`config.mk`:
```
export PLATFORM = sky130hd
export DESIGN_NAME = pc_fetch_unit
export DESIGN_NICKNAME = d
export VERILOG_FILES = /design/src/rtl/cpu_pkg.sv /design/src/rtl/irq_latch.sv /design/src/rtl/pc_fetch_unit.sv
export SDC_FILE = /design/constraint.sdc
export NUM_CORES = 1
export LEC_CHECK = 0
export CORE_ASPECT_RATIO = 1.75
export CORE_MARGIN = 4
export CORE_UTILIZATION = 47
export CTS_CLUSTER_DIAMETER = 50
export DETAILED_ROUTE_END_ITERATION = 12
export GPL_ROUTABILITY_DRIVEN = 1
export GPL_TIMING_DRIVEN = 0
export PLACE_DENSITY = 0.83
export SLEW_MARGIN = 20
export SYNTH_ARGS = -nofsm -noshare
export SYNTH_HDL_FRONTEND = slang
export SYNTH_SLANG_ARGS = --single-unit
```
`constraint.sdc`:
```
create_clock -name clk -period 4.9 [get_ports clk]
set_input_delay 1.47 -clock clk [delete_from_list [all_inputs] [get_ports clk]]
set_output_delay 1.47 -clock clk [all_outputs]
set_load 0.005 [all_outputs]
```
`src/rtl/cpu_pkg.sv`:
```
// Shared CPU definitions: PCSrc encodings from Control and the fixed
// kernel-space vectors used by the fetch stage, Control and the link mux.
package cpu_pkg;

  typedef enum logic [2:0] {
    PCSRC_SEQ   = 3'd0,
    PCSRC_BR    = 3'd1,
    PCSRC_J     = 3'd2,
    PCSRC_JR    = 3'd3,
    PCSRC_IRQ   = 3'd4,
    PCSRC_UNDEF = 3'd5
  } pcsrc_e;

  localparam logic [31:0] RESET_VEC = 32'h8000_0000;
  localparam logic [31:0] ILLOP_VEC = 32'h8000_0004;
  localparam logic [31:0] XADR_VEC  = 32'h8000_0008;

  // Advance a PC by one word without ever touching the supervisor bit.
  function automatic logic [31:0] pc_inc4(input logic [31:0] pc_val);
    return {pc_val[31], pc_val[30:0] + 31'd4};
  endfunction

endpackage

```
`src/rtl/irq_latch.sv`:
```
// Edge-latched interrupt request for the fetch stage.
// Optional macro IRQ_SYNC_EN inserts a 2-flop synchronizer on irq_in.
module irq_latch
  import cpu_pkg::*;
(
  input  logic clk,
  input  logic reset,
  input  logic irq_in,
  input  logic clear,
  output logic pending
);

  logic irq_s;
  logic irq_prev_q, irq_prev_d;
  logic pending_q, pending_d;

`ifdef IRQ_SYNC_EN
  logic sync1_q, sync1_d;
  logic sync2_q, sync2_d;

  // Synchronizer chain: the edge detector only ever sees the second stage.
  always_comb begin
    sync1_d = irq_in;
    sync2_d = sync1_q;
  end

  // Synchronizer flops clear on reset so no phantom edge appears afterwards.
  always_ff @(posedge clk) begin
    if (reset) begin
      sync1_q <= 1'b0;
      sync2_q <= 1'b0;
    end else begin
      sync1_q <= sync1_d;
      sync2_q <= sync2_d;
    end
  end

  assign irq_s = sync2_q;
`else
  assign irq_s = irq_in;
`endif

  // A new rising edge beats a same-cycle clear so no request is ever lost.
  always_comb begin
    irq_prev_d = irq_s;
    pending_d  = pending_q;
    if (irq_s && !irq_prev_q) begin
      pending_d = 1'b1;
    end else if (clear) begin
      pending_d = 1'b0;
    end
  end

  // irq_prev follows the line every cycle, stalls included.
  always_ff @(posedge clk) begin
    if (reset) begin
      irq_prev_q <= 1'b0;
      pending_q  <= 1'b0;
    end else begin
      irq_prev_q <= irq_prev_d;
      pending_q  <= pending_d;
    end
  end

  assign pending = pending_q;

endmodule

```
`src/rtl/pc_fetch_unit.sv`:
```
// Program-counter stage in front of the single-cycle Control block.
// PC[31] is the supervisor bit; low 31 bits wrap on all arithmetic.
// Optional macro IRQ_SYNC_EN (inside irq_latch) adds an irq_in synchronizer.
module pc_fetch_unit #(
  parameter logic [31:0] RESET_VEC = cpu_pkg::RESET_VEC,
  parameter logic [31:0] ILLOP_VEC = cpu_pkg::ILLOP_VEC,
  parameter logic [31:0] XADR_VEC  = cpu_pkg::XADR_VEC
) (
  input  logic        clk,
  input  logic        reset,
  input  logic        stall,
  input  logic [2:0]  pc_src,
  input  logic        branch_taken,
  input  logic [31:0] instruct,
  input  logic [31:0] rs_data,
  input  logic        irq_in,
  output logic [31:0] pc,
  output logic [31:0] pc_plus4,
  output logic [31:0] link_addr,
  output logic        irq_req,
  output logic        kernel
);

  import cpu_pkg::*;

  logic [31:0] pc_q, pc_d;
  logic [31:0] br_off;
  logic [31:0] br_target;
  logic [31:0] j_target;
  logic [31:0] jr_target;
  logic        irq_clear;
  logic        irq_pending;
  logic        instr_unused;

  assign pc       = pc_q;
  assign kernel   = pc_q[31];
  assign pc_plus4 = pc_inc4(pc_q);

  // Target candidates; bit 31 is carried from the current PC except for jr.
  assign br_off    = {{14{instruct[15]}}, instruct[15:0], 2'b00};
  assign br_target = {pc_q[31], pc_plus4[30:0] + br_off[30:0]};
  assign j_target  = {pc_q[31], pc_plus4[30:28], instruct[25:0], 2'b00};
  assign jr_target = kernel ? rs_data : {1'b0, rs_data[30:0]};
  assign instr_unused = ^instruct[31:26];

  // Next-PC select; a stall freezes the PC regardless of pc_src.
  always_comb begin
    pc_d = pc_q;
    if (!stall) begin
      case (pc_src)
        PCSRC_SEQ:   pc_d = pc_plus4;
        PCSRC_BR:    pc_d = branch_taken ? br_target : pc_plus4;
        PCSRC_J:     pc_d = j_target;
        PCSRC_JR:    pc_d = jr_target;
        PCSRC_IRQ:   pc_d = ILLOP_VEC;
        PCSRC_UNDEF: pc_d = XADR_VEC;
        default:     pc_d = pc_plus4;
      endcase
    end
  end

  // PC register; reset dominates stall and every select.
  always_ff @(posedge clk) begin
    if (reset) begin
      pc_q <= RESET_VEC;
    end else begin
      pc_q <= pc_d;
    end
  end

  // Taking the interrupt vector retires the pending request.
  assign irq_clear = (pc_src == PCSRC_IRQ) && !stall;

  irq_latch u_irq_latch (
    .clk     (clk),
    .reset   (reset),
    .irq_in  (irq_in),
    .clear   (irq_clear),
    .pending (irq_pending)
  );

  // Kernel code is never interrupted; the request waits for user mode.
  assign irq_req = irq_pending & ~kernel;

  // IRQ links to the interrupted instruction so it is re-executed.
  assign link_addr = (pc_src == PCSRC_IRQ) ? pc_q : pc_plus4;

endmodule

```
==> results.md <==
* Status: finished, final reports clean
* Met2 Use GR at 63.7%
* Worst relative slew slack at 29.1%
* Hpwl dp at 16.5 mm
* Fillers at 905
* CP max-delay cell: clkdlybuf4s50_1
* DRT antenna net count at 0
* Syn. warnings at 0
* Worst hold path class: reg -> reg
* Main synth FF type: dfxtp_1
* CP startpoint: pc_src[0]
* Layout cells sized above 1 at 7.39%
* Last weighted congestion value of the routability-driven placer at 0.958
* Path depth of the worst reg2reg path at 17
* RSZ-0062 raised after global routing: false
* TritonCTS Sinks at 34
* Critical Path Max Stage Delay at 0.53 ns
* Worst Max-Slew Pin Slew at 1.06 ns
* Post-synth ARST share at 0%
* Worst Skew at 0.00971 ns
* Number of global-route vias before repair at 6089
* Inserted Diodes at 0
* # DRC at 0
* Die span in x at 84.0 um
* Synth cell types at 74
* Global-route wire length before repair at 32.3 mm
* Initial antenna violation count at 0
* R2R Path Start: pc[2]
* Clk Latency, worst-skew pair at 0.29 ns
* Lkg Pwr at 2.77 nW
* Data required, critical path at 3.43 ns
* Syn-to-layout area delta at 41.5%
* Core Area at 9850 um^2
* Met3 Use GR at 4.74%
* H-tree levels at 2
* Fin area at 6720 um^2
* Crit-path cells: dlygate4sd2_1, nor2_4, nand2_4, nand4_1, buf_4, nor2_1, xor2_1, clkdlybuf4s50_1
* Hold path cells at 2
* Dpl cell area at 6540 um^2
* Post-synthesis net count at 763
* Yosys reg bits at 34
* Commonest non-fill, non-tap cell in the layout: clkdlybuf4s50_1
* CP top delay family: buffers and inverters
* Worst setup EP type: output port
* All-Layer GR Usage at 34.8%
* Type of the worst setup path: in -> out
* Cell count after synthesis at 655
* Worst setup SP type: input pin
* Layout Nets at 934
* WL/cell at 22.3 um
* Routed WL at 21.2 mm
* Clock buffer depth at 2
* Mean Syn Cell Area at 7.25 um^2
* Max-slew violation count at 0
* Grt met1 use at 36.0%
* Seq/Total Area, Yosys at 14.3%
* Die Ht at 141 um
* Root Buffer: clkbuf_16
* Vias after detailed routing at 6006
* Peak supply drop at 0.000142 V
* Vias per cell at 6.32
* CP max FO at 8
* Worst path bufs/invs at 3
* Final design utilization at 68.2%
* TritonCTS clock tree: done
* Iter 0 DRT Violations at 538
* Syn Std Cell Area at 4750 um^2
* Power Density at 175 nW/um^2
* Die area at 11800 um^2
* CTS clk-pin slew, worst paths at 0.06 ns
* FP Rows at 48
* Fin crit share at 96.0%
* CP Depth at 8
* CTS Hold Bufs at 0
* EDFF count, synth at 0
* MaxCap Viol Count at 0
* Worst Setup EP: link_addr[26]
* Final-report hold violation count at 0
* IO Pins at 170
* Endpoints failing setup at 0
* Most Crowded Layer GR: met2
* Fmax at 213 MHz
* Initial Util at 48.2%
* Most frequent cells in the layout: clkdlybuf4s50_1 (158), nand2_1 (69), a21oi_1 (58)
* Min Tclk post-route at 4.70 ns
* Worst EP arrival at 3.23 ns
* Largest net degree at the start of global routing at 19
* PortBufs at 163
* Flop2flop setup slack at 0.39 ns
* Worst reg2reg endpoint: pc[30]
* DR pass1 iterations at 5
* CTS Buf Count at 5
* Global route overflow at 0
## layout make-up
| cell class | instances | area, um^2 | area share [%] |
|---|---|---|---|
| tap | 125 | 156 | 2.33 |
| buffer | 53 | 258 | 3.84 |
| timing repair buffer | 166 | 1660 | 24.6 |
| sequential | 34 | 681 | 10.1 |
| clock buffer | 6 | 139 | 2.07 |
| multi-input combinational | 551 | 3770 | 56.2 |
| inverter | 15 | 56.3 | 0.838 |
## synthesized netlist by cell type, types with 13 or more instances
| cell type | number | share of area (%) |
|---|---|---|
| a22oi_1 | 13 | 2.1 |
| clkbuf_1 | 34 | 2.7 |
| dfxtp_1 | 34 | 14 |
| o21ai_0 | 47 | 5.0 |
| ha_1 | 35 | 9.2 |
| a21o_1 | 18 | 2.8 |
| xor2_1 | 31 | 5.7 |
| nand2_1 | 70 | 5.5 |
| a21oi_1 | 58 | 6.1 |
| nand3_1 | 20 | 2.1 |
| xnor2_1 | 44 | 8.1 |
| inv_1 | 15 | 1.2 |
| nor2_1 | 49 | 3.9 |
## stage by stage
stage	setup WS, ns	setup TNS [ns]	cells	hold slack [ns]	total power [mW]
6_report	0.196	0	950	0.485	1.17
4_1_cts	0.00230	0	950	0.490	1.17
2_1_floorplan	0.859	0	655	0.449	0.594
5_1_grt	0.0106	0	950	0.528	1.23
3_5_place_dp	-0.951	-13.13	943	0.481	0.842
3_3_place_gp	-0.907	-11.47	943	0.469	0.835
## flip-flops by register name, indices dropped and copies added (netlist names)
| name | flops |
|---|---|
| pc | 32 |
| u_irq_latch.irq_prev_q | 1 |
| u_irq_latch.pending | 1 |
## power by group
part           switching (mW)  leakage [nW]  internal (mW)
clock                   0.127        0.0688          0.197
combinational           0.283          2.42          0.254
sequential             0.0223         0.279          0.292
## cell families (layout without fill, tap and decap cells)
logic type               count (synthesis)  count (layout)  share of synthesized area (%)
flip-flops                              34              34                           14.3
buffers and inverters                   70             240                           6.56
AO/OA/AOI/OAI                          223             223                           31.4
multiplexers                             4               4                          0.922
adder cells (fa/ha/maj)                 36              36                           9.64
AND/OR/NAND/NOR                        211             211                           22.6
XOR/XNOR                                77              77                           14.5
## tightest hold or removal path: stages (launching register included)
cell,delay (ns)
dfxtp_1,0.30
o21ai_0,0.06
a21oi_1,0.07
## how the worst min path moves through the flow
stage                     slack (ns)                  end                 from
after CTS                       0.49  u_irq_latch.pending  u_irq_latch.pending
after floorplan                 0.45  u_irq_latch.pending  u_irq_latch.pending
after global routing            0.53  u_irq_latch.pending  u_irq_latch.pending
after detailed placement        0.48  u_irq_latch.pending  u_irq_latch.pending
final                           0.48  u_irq_latch.pending  u_irq_latch.pending
after global placement          0.47  u_irq_latch.pending  u_irq_latch.pending
## layer usage
metal	vias to the layer above	share of wire, %
li1	2723	-
met5	-	0
met3	115	6.7
met1	2821	34
met2	347	52
met4	0	7.3
## timing repair
action | 4_1_cts | 5_1_grt
gates resized for setup | 12 | 2
hold endpoints to repair | 0 | 0
pin swaps | 2 | 0
setup endpoints to repair | 29 | 14
setup buffers | 3 | 0
(Power assumes the default switching activity.)
